--- src/rtl/csr_trap_unit.sv ---
// Machine-mode CSR file with cycle/instret counters, interrupt arbitration and trap/mret redirect.
// Define CSR_VECTORED_EN to enable vectored mtvec mode (mtvec[1:0] = 01).
module csr_trap_unit #(
    parameter int              XLEN        = 64,
    parameter logic [XLEN-1:0] RESET_MTVEC = '0
) (
    input  logic            clk,
    input  logic            reset,
    input  logic [11:0]     rd_addr,
    output logic [XLEN-1:0] rd_data,
    input  logic            wr_valid,
    input  logic [11:0]     wr_addr,
    input  logic [XLEN-1:0] wr_data,
    input  logic            trap_valid,
    input  logic [XLEN-1:0] trap_cause,
    input  logic [XLEN-1:0] trap_pc,
    input  logic [XLEN-1:0] trap_tval,
    input  logic            mret_valid,
    input  logic            retire,
    input  logic            irq_ext,
    input  logic            irq_timer,
    input  logic            irq_sw,
    output logic            irq_req,
    output logic [XLEN-1:0] irq_cause,
    output logic            redirect_valid,
    output logic [XLEN-1:0] redirect_pc
);

    localparam logic [11:0] A_MSTATUS  = 12'h300;
    localparam logic [11:0] A_MIE      = 12'h304;
    localparam logic [11:0] A_MTVEC    = 12'h305;
    localparam logic [11:0] A_MCNTINH  = 12'h320;
    localparam logic [11:0] A_MSCRATCH = 12'h340;
    localparam logic [11:0] A_MEPC     = 12'h341;
    localparam logic [11:0] A_MCAUSE   = 12'h342;
    localparam logic [11:0] A_MTVAL    = 12'h343;
    localparam logic [11:0] A_MIP      = 12'h344;
    localparam logic [11:0] A_MCYCLE   = 12'hB00;
    localparam logic [11:0] A_MINSTRET = 12'hB02;

    localparam logic [XLEN-1:0] IRQ_MASK    = XLEN'(12'h888);
    localparam logic [XLEN-1:0] CNTINH_MASK = XLEN'(3'b101);
    localparam logic [XLEN-1:0] ALIGN4_MASK = ~(XLEN'(2'b11));
`ifdef CSR_VECTORED_EN
    localparam logic [XLEN-1:0] TVEC_MASK   = '1;
`else
    localparam logic [XLEN-1:0] TVEC_MASK   = ALIGN4_MASK;
`endif

    logic            r_mst_mie;
    logic            r_mst_mpie;
    logic [1:0]      r_mst_mpp;
    logic [1:0]      r_mst_fs;
    logic [XLEN-1:0] r_mie;
    logic [XLEN-1:0] r_mip;
    logic [XLEN-1:0] r_mtvec;
    logic [XLEN-1:0] r_mscratch;
    logic [XLEN-1:0] r_mepc;
    logic [XLEN-1:0] r_mcause;
    logic [XLEN-1:0] r_mtval;
    logic [XLEN-1:0] r_mcycle;
    logic [XLEN-1:0] r_minstret;
    logic [XLEN-1:0] r_mcntinh;
    logic            r_redirect_valid;
    logic [XLEN-1:0] r_redirect_pc;

    logic            w_take_trap;
    logic            w_take_mret;
    logic            w_take_wr;
    logic [XLEN-1:0] w_mstatus;
    logic [XLEN-1:0] w_mip_next;
    logic [XLEN-1:0] w_irq_pend;
    logic [XLEN-1:0] w_tvec_base;
    logic [XLEN-1:0] w_trap_target;

    // Trap beats mret beats CSR write; the losers are discarded outright.
    assign w_take_trap = trap_valid;
    assign w_take_mret = mret_valid & ~trap_valid;
    assign w_take_wr   = wr_valid & ~trap_valid & ~mret_valid;

    always_comb begin
        w_mstatus           = '0;
        w_mstatus[3]        = r_mst_mie;
        w_mstatus[7]        = r_mst_mpie;
        w_mstatus[12:11]    = r_mst_mpp;
        w_mstatus[14:13]    = r_mst_fs;
        w_mstatus[XLEN-1]   = |r_mst_fs;
    end

    always_comb begin
        w_mip_next     = '0;
        w_mip_next[11] = irq_ext;
        w_mip_next[7]  = irq_timer;
        w_mip_next[3]  = irq_sw;
    end

    assign w_irq_pend = r_mip & r_mie;
    assign irq_req    = r_mst_mie & (|w_irq_pend);

    always_comb begin
        irq_cause = '0;
        if (irq_req) begin
            if (w_irq_pend[11])
                irq_cause = {1'b1, (XLEN-1)'(11)};
            else if (w_irq_pend[3])
                irq_cause = {1'b1, (XLEN-1)'(3)};
            else
                irq_cause = {1'b1, (XLEN-1)'(7)};
        end
    end

    assign w_tvec_base = r_mtvec & ALIGN4_MASK;

`ifdef CSR_VECTORED_EN
    always_comb begin
        w_trap_target = w_tvec_base;
        if (r_mtvec[1:0] == 2'b01 && trap_cause[XLEN-1])
            w_trap_target = w_tvec_base + {trap_cause[XLEN-3:0], 2'b00};
    end
`else
    assign w_trap_target = w_tvec_base;
`endif

    always_comb begin
        unique case (rd_addr)
            A_MSTATUS:  rd_data = w_mstatus;
            A_MIE:      rd_data = r_mie;
            A_MIP:      rd_data = r_mip;
            A_MTVEC:    rd_data = r_mtvec;
            A_MSCRATCH: rd_data = r_mscratch;
            A_MEPC:     rd_data = r_mepc;
            A_MCAUSE:   rd_data = r_mcause;
            A_MTVAL:    rd_data = r_mtval;
            A_MCYCLE:   rd_data = r_mcycle;
            A_MINSTRET: rd_data = r_minstret;
            A_MCNTINH:  rd_data = r_mcntinh;
            default:    rd_data = '0;
        endcase
    end

    always_ff @(posedge clk or negedge reset) begin
        if (!reset) begin
            r_mst_mie  <= 1'b0;
            r_mst_mpie <= 1'b0;
            r_mst_mpp  <= 2'b00;
            r_mst_fs   <= 2'b00;
            r_mie      <= '0;
            r_mip      <= '0;
            r_mtvec    <= RESET_MTVEC & TVEC_MASK;
            r_mscratch <= '0;
            r_mepc     <= '0;
            r_mcause   <= '0;
            r_mtval    <= '0;
            r_mcntinh  <= '0;
        end else begin
            r_mip <= w_mip_next;
            if (w_take_trap) begin
                r_mepc     <= trap_pc & ALIGN4_MASK;
                r_mcause   <= trap_cause;
                r_mtval    <= trap_tval;
                r_mst_mpie <= r_mst_mie;
                r_mst_mie  <= 1'b0;
                r_mst_mpp  <= 2'b11;
            end else if (w_take_mret) begin
                r_mst_mie  <= r_mst_mpie;
                r_mst_mpie <= 1'b1;
                r_mst_mpp  <= 2'b00;
            end else if (w_take_wr) begin
                case (wr_addr)
                    A_MSTATUS: begin
                        r_mst_mie  <= wr_data[3];
                        r_mst_mpie <= wr_data[7];
                        r_mst_mpp  <= wr_data[12:11];
                        r_mst_fs   <= wr_data[14:13];
                    end
                    A_MIE:      r_mie      <= wr_data & IRQ_MASK;
                    A_MTVEC:    r_mtvec    <= wr_data & TVEC_MASK;
                    A_MSCRATCH: r_mscratch <= wr_data;
                    A_MEPC:     r_mepc     <= wr_data;
                    A_MCAUSE:   r_mcause   <= wr_data;
                    A_MTVAL:    r_mtval    <= wr_data;
                    A_MCNTINH:  r_mcntinh  <= wr_data & CNTINH_MASK;
                    default: ;
                endcase
            end
        end
    end

    // A CSR write to a counter takes precedence over that cycle's increment.
    always_ff @(posedge clk or negedge reset) begin
        if (!reset) begin
            r_mcycle   <= '0;
            r_minstret <= '0;
        end else begin
            if (w_take_wr && wr_addr == A_MCYCLE)
                r_mcycle <= wr_data;
            else if (!r_mcntinh[0])
                r_mcycle <= r_mcycle + XLEN'(1);

            if (w_take_wr && wr_addr == A_MINSTRET)
                r_minstret <= wr_data;
            else if (retire && !r_mcntinh[2])
                r_minstret <= r_minstret + XLEN'(1);
        end
    end

    always_ff @(posedge clk or negedge reset) begin
        if (!reset) begin
            r_redirect_valid <= 1'b0;
            r_redirect_pc    <= '0;
        end else begin
            r_redirect_valid <= w_take_trap | w_take_mret;
            if (w_take_trap)
                r_redirect_pc <= w_trap_target;
            else if (w_take_mret)
                r_redirect_pc <= r_mepc;
        end
    end

    assign redirect_valid = r_redirect_valid;
    assign redirect_pc    = r_redirect_pc;

endmodule

--- config.mk ---
export PLATFORM = sky130hd
export DESIGN_NAME = csr_trap_unit
export DESIGN_NICKNAME = d
export VERILOG_FILES = /design/src/rtl/csr_trap_unit.sv
export SDC_FILE = /design/constraint.sdc
export NUM_CORES = 1
export LEC_CHECK = 0
export ABC_AREA = 1
export BUFFER_PORTS_ARGS = -buffer_cell sky130_fd_sc_hd__buf_4
export CAP_MARGIN = 30
export CORE_MARGIN = 4
export CORE_UTILIZATION = 55
export CTS_BUF_LIST = sky130_fd_sc_hd__clkbuf_8
export DETAILED_ROUTE_END_ITERATION = 8
export PLACE_DENSITY_LB_ADDON = 0.12
export SLEW_MARGIN = 5
export SYNTH_ARGS = -nofsm -noshare
export SYNTH_HDL_FRONTEND = slang
export SYNTH_SLANG_ARGS = --single-unit
--- constraint.sdc ---
create_clock -name clk -period 4.5 [get_ports clk]
set_clock_uncertainty 0.1 [all_clocks]
set_input_delay 0.9 -clock clk [delete_from_list [all_inputs] [get_ports clk]]
set_output_delay 0.9 -clock clk [all_outputs]
set_load 0.1 [all_outputs]
Yosys cells after proc, flatten, opt, wreduce, memory -nomap -nowiden
Cells that the tools add are included.
{"block": "word_totals", "register_bits": 525, "inputBits": 289, "output_inout_bits": 194, "wordCells": 107}
{"block": "classes", "add_sub_neg": 2, "eq_ne": 23, "n_mux": 34, "n_bitwise": 9, "n_reduce_logical": 23}
{"op": "$mux 64", "n": 19}
{"op": "$pmux 64 s11", "n": 1}
{"op": "$eq 12x10->1 const B", "n": 17}
{"op": "$add 64x1->64 const B", "n": 2}
{"op": "$reduce_or 64->1", "n": 1}
{"op": "$eq 12x12->1 const B", "n": 4}
{"op": "$reduce_and 4->1", "n": 5}
{"op": "$and 12x12->12", "n": 1}
{"op": "$reduce_bool 2->1", "n": 6}
{"op": "$reduce_and 3->1", "n": 3}
{"op": "$mux 1", "n": 8}
{"op": "$mux 2", "n": 4}
{"op": "$reduce_bool 3->1", "n": 2}
{"op": "$and 1x1->1", "n": 4}
{"op": "$mux 4", "n": 1}
{"op": "$logic_and 1x1->1", "n": 3}
{"op": "$mux 3", "n": 1}
{"op": "$not 1->1", "n": 3}
{"op": "$ne 2x1->1 const B", "n": 1}
{"op": "$ne 2x2->1 const B", "n": 1}
{"op": "$reduce_and 2->1", "n": 1}
{"op": "$reduce_or 2->1", "n": 1}
{"op": "$logic_not 1->1", "n": 1}
{"op": "$or 1x1->1", "n": 1}

Longest topological paths before layout
{"block": "logic_depth", "ltp_word": 6, "ltp_mapped": 12, "mapped_depth_nobuf": 12}

Worst setup path after synthesis
No wires, ideal clock.
{"block": "synth_path", "path_type": "register -> output", "startpoint": "reg r_mip[11]", "endpoint": "out irq_cause[3]", "arrival_ps": 2734, "required_time_ps": 3500, "slack_ps": 766, "path_stages_with_launch": 5, "n_path_buf": 0, "path_cell_list": "dfrtp_1 inv_1 o21ai_0 o21ai_0 nor3_1"}
{"block": "synth_between", "elab_chain_len": 4, "word_cells_on_any_way": 5, "cone_classes": "mux (2); bitwise (2); reduce/logical (1)"}
{"element": "from (decl)", "line": "55", "source": "logic [XLEN-1:0] r_mip;"}
{"element": "from (signal assigned)", "line": "156", "source": "r_mip <= w_mip_next;"}
{"element": "$and 12x12->12 *", "line": "97", "source": "assign w_irq_pend = r_mip & r_mie;"}
{"element": "$reduce_or 64->1", "line": "98", "source": "assign irq_req = r_mst_mie & (|w_irq_pend);"}
{"element": "$and 1x1->1", "line": "98"}
{"element": "$mux 64 *", "line": "102", "source": "if (irq_req) begin"}
{"element": "to (decl)", "line": "24", "source": "output logic [XLEN-1:0] irq_cause,"}
Mark *: on every way between the ends. The rest lies on a longest branch, timed or not.

Worst setup path in the final report
{"block": "layout_path", "startpoint": "in rd_addr[7]", "endpoint": "out rd_data[12]"}
{"block": "layout_between", "elab_chain_len": 2, "word_cells_on_any_way": 12, "cone_classes": "eq/ne (11); mux (1)"}
{"element": "from (decl)", "line": "9", "source": "input logic [11:0] rd_addr,"}
{"element": "$eq 12x10->1 / $eq 12x12->1 (equally long branches)", "line": "125", "source": "unique case (rd_addr)"}
{"element": "$pmux 64 s11 *", "line": "125"}
{"element": "to (decl)", "line": "10", "source": "output logic [XLEN-1:0] rd_data,"}
Marked as above.

==> flow_summary.json <==
{
  "status": "finished clean",
  "grt_use_total_pct": 43.2,
  "gp_congestion": 1.09,
  "final-hold-violation-count": 0,
  "setup_viol": 0,
  "first_iter_violations": 4805,
  "rows": 85,
  "area_growth_pct": 17.9,
  "antenna_left": 0,
  "synth_warnings": 0,
  "grt_pass1_vias": 29422,
  "post_cts_buffers": 0,
  "overflow": 0,
  "p_switching_mw": 3.61,
  "r2r-end": "r_minstret[57]",
  "place_area_um2": 33800,
  "cts_hold_buf": 0,
  "nNetsFinal": 4913,
  "num_vias": 32065,
  "fin_crit_ps": 4030,
  "netlist_instances": 4253,
  "fin_setup_tns_ps": 0,
  "rsz0062_at_grt": "false",
  "clock-sinks": 525,
  "critPathMostFrequentCell": "buf_4",
  "tightest_slew_ps": 1020,
  "grt_pass1_wl_um": 190000,
  "dp_hpwl_um": 97400,
  "synth-edff-count": 0,
  "irDropWorstVdd_mv": 0.258,
  "dr.pass1.iters": 6,
  "design.portCount": 483,
  "seq_area_frac_synth_pct": 43.5,
  "grt_max_degree": 110,
  "cts_tree": "yes",
  "pre_cts_ws_ps": 550,
  "ys_ff_latch": 525,
  "finalWorstSetupSlack_ps": 469,
  "crit_required_ps": 3500,
  "power_density_nw_per_um2": 318,
  "portBuffers": 421,
  "clkPwrFrac_pct": 38.2,
  "reg2reg_setup_slack_ps": 2020,
  "insertion_delay_ps": 720,
  "p_leak_nw": 16.8,
  "drive_above_1_share_pct": 14.3,
  "start_util_pct": 55.8,
  "wl_um": 131000,
  "cts_root_buf": "clkbuf_8",
  "fin_crit_sh_pct": 89.6,
  "cts_max_path_buffers": 3,
  "slew-limit-headroom_pct": 32.0,
  "reg2reg_depth": 9,
  "synthArstFlopShare_pct": 100,
  "fillers": 5000,
  "clk_pin_slew_ps": 60,
  "crit_buf_inv": 4,
  "crit_type": "in -> out",
  "holdWs_ps": 86.4,
  "critPathSlowestCell": "inv_2",
  "finalPower_mw": 11.3,
  "core_um2": 54100,
  "syn_area_per_cell_um2": 7.10,
  "slew_viol_final": 0,
  "routed_via_density": 5.95,
  "dieWidth_um": 242,
  "synth_cell_types": 38,
  "hold_class": "in -> async",
  "maxCapViolCount": 0,
  "stdcell_area_um2": 35600,
  "synth.cell_area_um2": 30200,
  "cts_resized": 0,
  "synth_ff_type": "dfrtp_1",
  "antenna_found_initial": 10,
  "cts_buffers": 90,
  "p_int_mw": 7.72,
  "avgRoutedWirePerCell_um": 24.3,
  "cp-end-kind": "primary output",
  "dieArea_um2": 58700,
  "worstPathMaxFanout": 16,
  "r2r_start": "r_minstret[4]",
  "die_h_um": 242,
  "path_delay_family": "buffers and inverters",
  "cp.arrival_ps": 3030,
  "drc": 0,
  "comb_power_share_pct": 16.1,
  "timing.fmax_mhz": 248,
  "seqPwrFrac_pct": 45.7,
  "switching_share_pct": 31.9,
  "crit_chain": "buf_4, nor2_1, nand2_2, nor2_2, nand2_2, inv_2, buf_4, nand2_1, nand2_1, nor2_1, nand3_1, buf_4",
  "start_kind": "input port",
  "cp_slowest_stage_delay_ps": 370,
  "htreeDepth": 3
}
[synthesized netlist by cell type, types with 3 or more instances]
master    count  area [µm²]
o21ai_1      55         275
nand3b_1      4        30.0
clkbuf_1     94         353
a21oi_1     112         561
o22ai_1      81         507
a22oi_1      92         691
nand2_1    1275        4790
xor2_1       43         377
dfrtp_1     525       13100
buf_4        68         510
o221ai_1      5        43.8
nand2_4       3        33.8
nand2_2       9        56.3
inv_2         8        30.0
o21ai_0     400        2000
nor2_1      477        1790
o211ai_1    114         856
nand4_1      22         138
inv_1       442        1660
nor2_4       11         124
nand3_1     259        1300
nor2_2       14        87.6
buf_2        82         410
xnor2_1      11        96.3
nor3_1        8        40.0
buf_6         8        90.1
buf_1        14        52.6
[flip-flops by register name, indices dropped and copies added (netlist names)]
register        flops
r_mst_mie           1
redirect_pc        64
r_mepc             64
r_minstret         64
r_mst_mpp           2
r_mcause           64
r_mcntinh           2
r_mcycle           64
r_mtvec            62
redirect_valid      1
r_mip               3
r_mtval            64
r_mie               3
r_mscratch         64
r_mst_fs            2
r_mst_mpie          1
[worst register-to-register path, stage by stage, from the launching register on]
cell and delay, ps:
dfrtp_1 480, nand2_1 120, nor2_1 250, nand2_1 230
nor2_1 440, nand2_1 300, o21ai_0 230, nand2_1 100
nand2_1 70, nand2_1 50
[worst max-delay path by stage]
| stage | cells past startpoint | slack [ps] | endpoint | startpoint |
|---|---|---|---|---|
| final | 12 | 470 | rd_data[12] | rd_addr[7] |
| after global routing | 12 | 370 | rd_data[12] | rd_addr[7] |
| after CTS | 12 | 540 | rd_data[6] | rd_addr[7] |
| after detailed placement | 12 | 550 | rd_data[12] | rd_addr[7] |
| after global placement | 12 | 560 | rd_data[34] | rd_addr[7] |
| after floorplan | 4 | 770 | irq_cause[3] | r_mip[11] |
[cells by family after synthesis]
logic type      synth area share (%)
buf+inv                         10.3
fa+ha+maj                     0.0828
other cells                   0.0124
simple gates                    28.1
flops                           43.5
xor+xnor                        1.57
compound gates                  16.4
[per-stage QoR]
| step | util, % | cells |
|---|---|---|
| after global routing | 65.8 | 5383 |
| after floorplan | - | 4311 |
| after CTS | 65.7 | 5379 |
| after global placement | 62.5 | 5226 |
| after detailed placement | 62.5 | 5226 |
| final | 65.8 | 5386 |
[power by group through the flow]
stage          logic (mW)  clock network, mW  registers (mW)
3_3_place_gp         1.76                  0            5.24
5_1_grt              1.94               4.54            5.20
6_report             1.83               4.33            5.18
2_1_floorplan       0.872                  0            5.45
4_1_cts              1.79               4.33            5.17
3_5_place_dp         1.78                  0            5.25
[cell usage in the layout (no fill, tap or decap), types with 59 or more instances in the layout]
master,instances
nand2_1,1272
dfrtp_1,525
nor2_1,476
inv_1,469
buf_4,463
o21ai_0,400
nand3_1,259
o211ai_1,114
a21oi_1,112
clkbuf_8,110
a22oi_1,92
o22ai_1,81
conb_1,59
[layout make-up]
| type | count | area [µm²] | area share, % |
|---|---|---|---|
| Antenna cell | 7 | 17.5 | 0.0492 |
| Clock buffer | 110 | 1510 | 4.25 |
| Clock inverter | 43 | 231 | 0.650 |
| Inverter | 450 | 1690 | 4.74 |
| Multi-Input combinational cell | 3070 | 14200 | 40.0 |
| Sequential cell | 525 | 13100 | 36.9 |
| Tap cell | 696 | 871 | 2.45 |
| Timing Repair Buffer | 485 | 3910 | 11.0 |
[per-layer routing]
layer	up-vias	wire [µm]	track usage, %
li1	14387	-	-
met1	15148	50600	59.6
met2	2205	53400	59.4
met3	317	20700	19.1
met4	8	6080	17.5
met5	-	48	0
Power figures use the tool's default switching activity.
